File: src/rtl/stpw_pkg.sv
`default_nettype none
// +------------------------------------------------------------------+
// | stpw_pkg - field widths, moduli and mode encoding for stopwatch  |
// | rev 1.0                                                          |
// +------------------------------------------------------------------+
package stpw_pkg;

  localparam int MSEC_W = 7;
  localparam int SEC_W  = 6;
  localparam int MIN_W  = 6;
  localparam int HOUR_W = 5;
  localparam int LAP_W  = HOUR_W + MIN_W + SEC_W + MSEC_W;

  localparam int MSEC_MAX = 100;
  localparam int SEC_MAX  = 60;
  localparam int MIN_MAX  = 60;

  typedef enum logic {
    MODE_UP   = 1'b0,
    MODE_DOWN = 1'b1
  } mode_e;

  function automatic logic [5:0] clamp_60(input logic [5:0] v);
    return (v >= 6'(SEC_MAX)) ? 6'(SEC_MAX - 1) : v;
  endfunction

endpackage
`default_nettype wire

File: src/rtl/stpw_updn_digit.sv
`default_nettype none
// +------------------------------------------------------------------+
// | stpw_updn_digit - modulus-MOD up/down digit with load and carry  |
// | rev 1.0                                                          |
// +------------------------------------------------------------------+
module stpw_updn_digit #(
  parameter int MOD = 60,
  parameter int W   = 6
) (
  input  logic         clk,
  input  logic         rst,
  input  logic         clr,
  input  logic         load,
  input  logic [W-1:0] ld_val,
  input  logic         tick_in,
  input  logic         down,
  output logic [W-1:0] val,
  output logic         co
);

  localparam logic [W-1:0] TOP = W'(MOD - 1);
  localparam logic [W-1:0] ONE = W'(1);

  logic [W-1:0] val_q;
  logic [W-1:0] val_d;

  always_comb begin
    val_d = val_q;
    if (clr) begin
      val_d = '0;
    end else if (load) begin
      val_d = ld_val;
    end else if (tick_in) begin
      if (down) begin
        val_d = (val_q == '0) ? TOP : (val_q - ONE);
      end else begin
        val_d = (val_q == TOP) ? '0 : (val_q + ONE);
      end
    end
  end

  always_ff @(posedge clk or negedge rst) begin
    if (!rst) begin
      val_q <= '0;
    end else begin
      val_q <= val_d;
    end
  end

  // Carry (up) or borrow (down) is raised in the same cycle as the incoming tick.
  assign co  = tick_in & (down ? (val_q == '0) : (val_q == TOP));
  assign val = val_q;

endmodule
`default_nettype wire

File: src/rtl/stpw_lap_datapath.sv
`default_nettype none
// +------------------------------------------------------------------+
// | stpw_lap_datapath - up/down stopwatch/timer with lap FIFO;       |
// | lap buffer built only with macro STPW_LAP_EN. rev 1.0            |
// +------------------------------------------------------------------+
module stpw_lap_datapath
  import stpw_pkg::*;
#(
  parameter int DIV_MSEC  = 1_000_000,
  parameter int HOUR_MAX  = 24,
  parameter int LAP_DEPTH = 4
) (
  input  logic                         clk,
  input  logic                         rst,
  input  logic                         clr,
  input  logic                         run,
  input  logic                         mode,
  input  logic                         load,
  input  logic [HOUR_W-1:0]            ld_hour,
  input  logic [MIN_W-1:0]             ld_min,
  input  logic [SEC_W-1:0]             ld_sec,
  output logic [MSEC_W-1:0]            msec,
  output logic [SEC_W-1:0]             sec,
  output logic [MIN_W-1:0]             min,
  output logic [HOUR_W-1:0]            hour,
  output logic                         done,
  output logic                         wrap,
  input  logic                         lap,
  input  logic                         lap_pop,
  output logic                         lap_valid,
  output logic [LAP_W-1:0]             lap_time,
  output logic [$clog2(LAP_DEPTH):0]   lap_cnt,
  output logic                         lap_ovf
);

  localparam int               DIV_W   = $clog2(DIV_MSEC);
  localparam logic [DIV_W-1:0] DIV_TOP = DIV_W'(DIV_MSEC - 1);
  localparam logic [DIV_W-1:0] DIV_ONE = DIV_W'(1);

  logic [DIV_W-1:0]  div_q, div_d;
  logic              done_q, done_d;
  logic              wrap_q, wrap_d;
  logic              tick_w, tick_eff_w, down_w, zero_w, one_w;
  logic              msec_co, sec_co, min_co, hour_co;
  logic [HOUR_W-1:0] ld_hour_w;
  logic [LAP_W-1:0]  time_w;

  assign down_w    = (mode_e'(mode) == MODE_DOWN);
  assign tick_w    = run & (div_q == DIV_TOP);
  assign time_w    = {hour, min, sec, msec};
  assign zero_w    = (time_w == '0);
  assign one_w     = (time_w == LAP_W'(1));
  // A countdown parked at zero swallows ticks so no borrow can reach the hour digit.
  assign tick_eff_w = tick_w & ~(down_w & zero_w);
  assign ld_hour_w = ({1'b0, ld_hour} >= 6'(HOUR_MAX)) ? HOUR_W'(HOUR_MAX - 1) : ld_hour;

  always_comb begin
    div_d  = div_q;
    done_d = done_q;
    wrap_d = 1'b0;
    if (clr || load) begin
      div_d  = '0;
      done_d = 1'b0;
    end else begin
      if (run) begin
        div_d = tick_w ? '0 : (div_q + DIV_ONE);
      end
      if (tick_w && down_w && (zero_w || one_w)) begin
        done_d = 1'b1;
      end
      wrap_d = tick_eff_w & ~down_w & hour_co;
    end
  end

  always_ff @(posedge clk or negedge rst) begin
    if (!rst) begin
      div_q  <= '0;
      done_q <= 1'b0;
      wrap_q <= 1'b0;
    end else begin
      div_q  <= div_d;
      done_q <= done_d;
      wrap_q <= wrap_d;
    end
  end

  assign done = done_q;
  assign wrap = wrap_q;

  stpw_updn_digit #(.MOD(MSEC_MAX), .W(MSEC_W)) u_msec (
    .clk(clk), .rst(rst), .clr(clr), .load(load), .ld_val({MSEC_W{1'b0}}),
    .tick_in(tick_eff_w), .down(down_w), .val(msec), .co(msec_co)
  );

  stpw_updn_digit #(.MOD(SEC_MAX), .W(SEC_W)) u_sec (
    .clk(clk), .rst(rst), .clr(clr), .load(load), .ld_val(clamp_60(ld_sec)),
    .tick_in(msec_co), .down(down_w), .val(sec), .co(sec_co)
  );

  stpw_updn_digit #(.MOD(MIN_MAX), .W(MIN_W)) u_min (
    .clk(clk), .rst(rst), .clr(clr), .load(load), .ld_val(clamp_60(ld_min)),
    .tick_in(sec_co), .down(down_w), .val(min), .co(min_co)
  );

  stpw_updn_digit #(.MOD(HOUR_MAX), .W(HOUR_W)) u_hour (
    .clk(clk), .rst(rst), .clr(clr), .load(load), .ld_val(ld_hour_w),
    .tick_in(min_co), .down(down_w), .val(hour), .co(hour_co)
  );

`ifdef STPW_LAP_EN
  localparam int              AW       = $clog2(LAP_DEPTH);
  localparam logic [AW-1:0]   PTR_ONE  = AW'(1);
  localparam logic [AW:0]     CNT_ONE  = (AW + 1)'(1);
  localparam logic [AW:0]     CNT_FULL = (AW + 1)'(LAP_DEPTH);

  logic [LAP_W-1:0] mem_q [LAP_DEPTH];
  logic [AW-1:0]    rd_q, rd_d, wr_q, wr_d;
  logic [AW:0]      cnt_q, cnt_d;
  logic             ovf_q, ovf_d;
  logic             push_w, pop_w;

  always_comb begin
    pop_w  = lap_pop & (cnt_q != '0);
    // A pop in the same cycle frees the slot, so a full buffer still accepts the push.
    push_w = lap & ((cnt_q != CNT_FULL) | pop_w);
    rd_d   = rd_q;
    wr_d   = wr_q;
    cnt_d  = cnt_q;
    ovf_d  = ovf_q;
    if (clr) begin
      rd_d  = '0;
      wr_d  = '0;
      cnt_d = '0;
      ovf_d = 1'b0;
    end else begin
      if (pop_w)  rd_d = rd_q + PTR_ONE;
      if (push_w) wr_d = wr_q + PTR_ONE;
      if (push_w && !pop_w) begin
        cnt_d = cnt_q + CNT_ONE;
      end else if (pop_w && !push_w) begin
        cnt_d = cnt_q - CNT_ONE;
      end
      if (lap && !push_w) ovf_d = 1'b1;
    end
  end

  always_ff @(posedge clk or negedge rst) begin
    if (!rst) begin
      rd_q  <= '0;
      wr_q  <= '0;
      cnt_q <= '0;
      ovf_q <= 1'b0;
    end else begin
      rd_q  <= rd_d;
      wr_q  <= wr_d;
      cnt_q <= cnt_d;
      ovf_q <= ovf_d;
    end
  end

  always_ff @(posedge clk) begin
    if (push_w && !clr) begin
      mem_q[wr_q] <= time_w;
    end
  end

  assign lap_valid = (cnt_q != '0);
  assign lap_time  = lap_valid ? mem_q[rd_q] : '0;
  assign lap_cnt   = cnt_q;
  assign lap_ovf   = ovf_q;
`else
  logic unused_lap;
  assign unused_lap = lap ^ lap_pop;
  assign lap_valid  = 1'b0;
  assign lap_time   = '0;
  assign lap_cnt    = '0;
  assign lap_ovf    = 1'b0;
`endif

endmodule
`default_nettype wire

File: config.mk
export PLATFORM = sky130hd
export DESIGN_NAME = stpw_lap_datapath
export DESIGN_NICKNAME = d
export VERILOG_FILES = /design/src/rtl/stpw_pkg.sv /design/src/rtl/stpw_updn_digit.sv /design/src/rtl/stpw_lap_datapath.sv
export SDC_FILE = /design/constraint.sdc
export NUM_CORES = 1
export LEC_CHECK = 0
export CORE_UTILIZATION = 38
export DETAILED_ROUTE_END_ITERATION = 12
export GPL_TIMING_DRIVEN = 0
export PLACE_DENSITY_LB_ADDON = 0.2
export RECOVER_POWER = 100
export SYNTH_ARGS = -nofsm -noshare
export SYNTH_HDL_FRONTEND = slang
export SYNTH_HIERARCHICAL = 1
export SYNTH_SLANG_ARGS = --single-unit
File: constraint.sdc
create_clock -name clk -period 10.2 [get_ports clk]
set_input_delay 2.55 -clock clk [delete_from_list [all_inputs] [get_ports clk]]
set_output_delay 2.55 -clock clk [all_outputs]
set_load 0.1 [all_outputs]
==> flow_metrics.env <==
export IMPL_post_cts_setup_buffers=0
export IMPL_start_util=0.398
export IMPL_ys_ff_latch=46
export IMPL_vias=3754
export IMPL_syn_inst=473
export IMPL_synth_area_leader_cell="dfrtp_1"
export IMPL_crit_fanout=15
export IMPL_hold_start="done$_DFFE_PN0P_"
export IMPL_clkTransAtPathRegs_ps=110
export IMPL_max_freq_mhz=152
export IMPL_first_iter_violations=167
export IMPL_grt_pass1_wl_mm=16.8
export IMPL_synth_fa_ha_area_frac=0.0379
export IMPL_end_kind="flop"
export IMPL_required_ps=10420
export IMPL_htreeDepth=2
export IMPL_setup_violations=0
export IMPL_postRouteAntennaNets=0
export IMPL_grt_max_degree=37
export IMPL_die_w_um=104
export IMPL_cp_arrival_ps=6810
export IMPL_synth_top_family_by_area="simple AND/OR/NAND/NOR gates"
export IMPL_syn_area_sq_mm=0.00396
export IMPL_worstMarginPinSlew_ps=2000
export IMPL_drv_cap=1
export IMPL_track_usage=0.188
export IMPL_cts_buffer_depth=2
export IMPL_cts_buffers=5
export IMPL_drive_gt1_frac=0.124
export IMPL_worst_path_max_delay_cell="dlygate4sd3_1"
export IMPL_worstSkewPairLatency_ps=320
export IMPL_cp_slowest_stage_delay_ps=800
export IMPL_portBuffers=47
export IMPL_finalSetupTns_ps=0
export IMPL_ioPinCount=80
export IMPL_synth_compound_area_frac=0.177
export IMPL_grt_antenna_before_repair=0
export IMPL_drc_errors=0
export IMPL_first_pass_iters=5
export IMPL_die_h_um=104
export IMPL_maxSlewViolCount=37
export IMPL_overflow=0
export IMPL_synthSimpleGateAreaFrac=0.307
export IMPL_r2r_slack_ps=5690
export IMPL_synth_ff_type="dfrtp_1"
export IMPL_synth_top_area_share=0.291
export IMPL_syn2layout_area_growth_pct=20.8
export IMPL_skew_ps=13.5
export IMPL_postSynth_asyncResetShare=1.00
export IMPL_nets=600
export IMPL_worstSetupPathType="input port to flop"
export IMPL_diodes=0
export IMPL_leakagePower_nw=2.01
export IMPL_num_rows=36
export IMPL_root_buffer="clkbuf_8"
export IMPL_holdPathStages=1
export IMPL_coreArea_sq_mm=0.00995
export IMPL_cts_hold_buf=0
export IMPL_min_to="done$_DFFE_PN0P_"
export IMPL_routedWlPerCell_um=14.4
export IMPL_rsz0062_at_grt="no"
export IMPL_avgViaCountPerCell=5.39
export IMPL_yosysWarnings=6
export IMPL_ys_seq_area_frac=0.291
export IMPL_synth_area_leaders="dfrtp_1 (29%), buf_4 (6.1%), nor2_1 (4.3%)"
export IMPL_hp_class="flop to flop"
export IMPL_crit_chain="dlygate4sd3_1 > nor4b_1 > nand4_1 > nor3_1 > nor2_1 > clkbuf_1 > inv_1 > nor2_1 > clkbuf_1 > inv_1 > a21oi_1 > clkbuf_1 > inv_1 > a21oi_1 > inv_1 > nor3_1 > inv_1 > nor4_1"
export IMPL_final_min_clock_period_ps=6590
export IMPL_period_share=0.646
export IMPL_status="finished with violations"
export IMPL_reg2regPathDepth=16
export IMPL_hold_viol=0
export IMPL_violations="capacitance limit, slew limit"
export IMPL_rr_startpoint="div_q[15]$_DFFE_PN0P_"
export IMPL_cts_resized=0
export IMPL_relSlewSlack=-0.332
export IMPL_synthMuxAreaShare=0.00506
export IMPL_power_density_mw_per_mm2=109
export IMPL_r2r_end="wrap$_DFF_PN0_"
export IMPL_start_kind="input port"
export IMPL_numClockSinks=46
export IMPL_dp_hpwl_mm=7.18
export IMPL_vdd_ir_drop_max_mv=0.0619
export IMPL_yosysUniqueCellTypes=71
export IMPL_fillers=967
export IMPL_synth_edf_count=0
export IMPL_syn_area_per_cell_sq_um=8.37
export IMPL_cts_tree="built"
export IMPL_drt_wl_total_mm=10.0
export IMPL_place_gp_congestion=0.891
export IMPL_p_total_uw=521
export IMPL_crit_top_cell="inv_1"
export IMPL_first_global_vias=3540
export IMPL_synth_xor_area_share=0.0487
export IMPL_die_area_sq_mm=0.0108
[routing by layer]
layer,vias to the layer above,share of wire,track usage
met5,-,0,0
met4,0,0.014,0.0643
met3,15,0.048,0.0251
met2,121,0.46,0.314
met1,1796,0.48,0.248
li1,1822,-,-
[cell type report]
class | instances | area (sq um) | area share
clock buffers | 5 | 68.8 | 0.0144
repair buffers | 48 | 468 | 0.0979
clock inverters | 3 | 25.0 | 0.00523
flip-flops and latches | 46 | 1150 | 0.241
inverters | 34 | 128 | 0.0267
well taps | 133 | 166 | 0.0348
multi-input cells | 370 | 2390 | 0.499
plain buffers | 58 | 387 | 0.0808
[placed cells by master (no fill, tap or decap), drive strengths merged, types with 3 or more instances in the layout]
master / count
nor2: 47
xnor2: 9
o211ai: 6
nand4: 11
nand2b: 15
a211oi: 7
or2: 3
nor4b: 3
or3b: 3
dlygate4sd3: 29
and4bb: 3
or3: 4
conb: 36
o311a: 3
a221oi: 8
nand3b: 5
nor3b: 6
nand3: 20
nand2: 23
ha: 12
dfrtp: 46
and4b: 5
clkbuf: 24
nor3: 21
o22ai: 4
a31oi: 6
clkdlybuf4s50: 17
nor4: 15
xor2: 13
a2111oi: 3
nor2b: 4
a21oi: 29
buf: 41
inv: 35
o21ai: 12
[worst max-delay path, delay by kind of cell]
family	cells	cell delay (ps)
buf+inv	9	2560
simple gates	7	1170
compound gates	2	520
[cell families after synthesis]
group | Yosys count
and+or+nand+nor | 199
buffers and inverters | 92
xor gates and xnor gates | 22
AOI/OAI and AO/OA | 99
adders and majority gates | 12
DFF | 46
muxes | 2
other | 1
[flip-flops by register name, summed over array words and instances (netlist names)]
name,cells
u_msec/val,7
done,1
u_sec/val,6
wrap,1
div_q,20
u_min/val,6
u_hour/val,5
[Yosys cell counts, types with 12 or more instances]
| cell type | instances |
|---|---|
| ha_1 | 12 |
| xor2_1 | 13 |
| clkbuf_1 | 15 |
| dfrtp_1 | 46 |
| nand3_1 | 20 |
| buf_4 | 32 |
| nand2b_1 | 13 |
| a21oi_1 | 28 |
| nand2_1 | 23 |
| nor3_1 | 20 |
| nor2_1 | 45 |
| inv_1 | 34 |
[worst max path at each step]
stage / startpoint / end
detailed placement: mode / wrap$_DFF_PN0_
finish: mode / wrap$_DFF_PN0_
floorplan: run / wrap$_DFF_PN0_
CTS: mode / wrap$_DFF_PN0_
global placement: mode / wrap$_DFF_PN0_
global route: mode / wrap$_DFF_PN0_
[report_power, final]
part / internal (mW) / switching [mW]
combinational: 0.0543 / 0.143
sequential: 0.188 / 0.0121
clock: 0.0497 / 0.0740
total: 0.292 / 0.229
[metrics by stage]
| step | instances | hold WS (ps) | cell area [sq um] | setup slack (ps) | utilization |
|---|---|---|---|---|---|
| 3_3_place_gp | 688 | 520 | 4730 | 3330 | 0.475 |
| 5_1_grt | 697 | 587 | 4780 | 3270 | 0.480 |
| 3_5_place_dp | 689 | 528 | 4740 | 3280 | 0.476 |
| 2_1_floorplan | 508 | 490 | 4090 | 4780 | - |
| 4_1_cts | 697 | 550 | 4840 | 3600 | 0.486 |
| 6_report | 697 | 543 | 4780 | 3610 | 0.480 |
(Power assumes the default switching activity.)
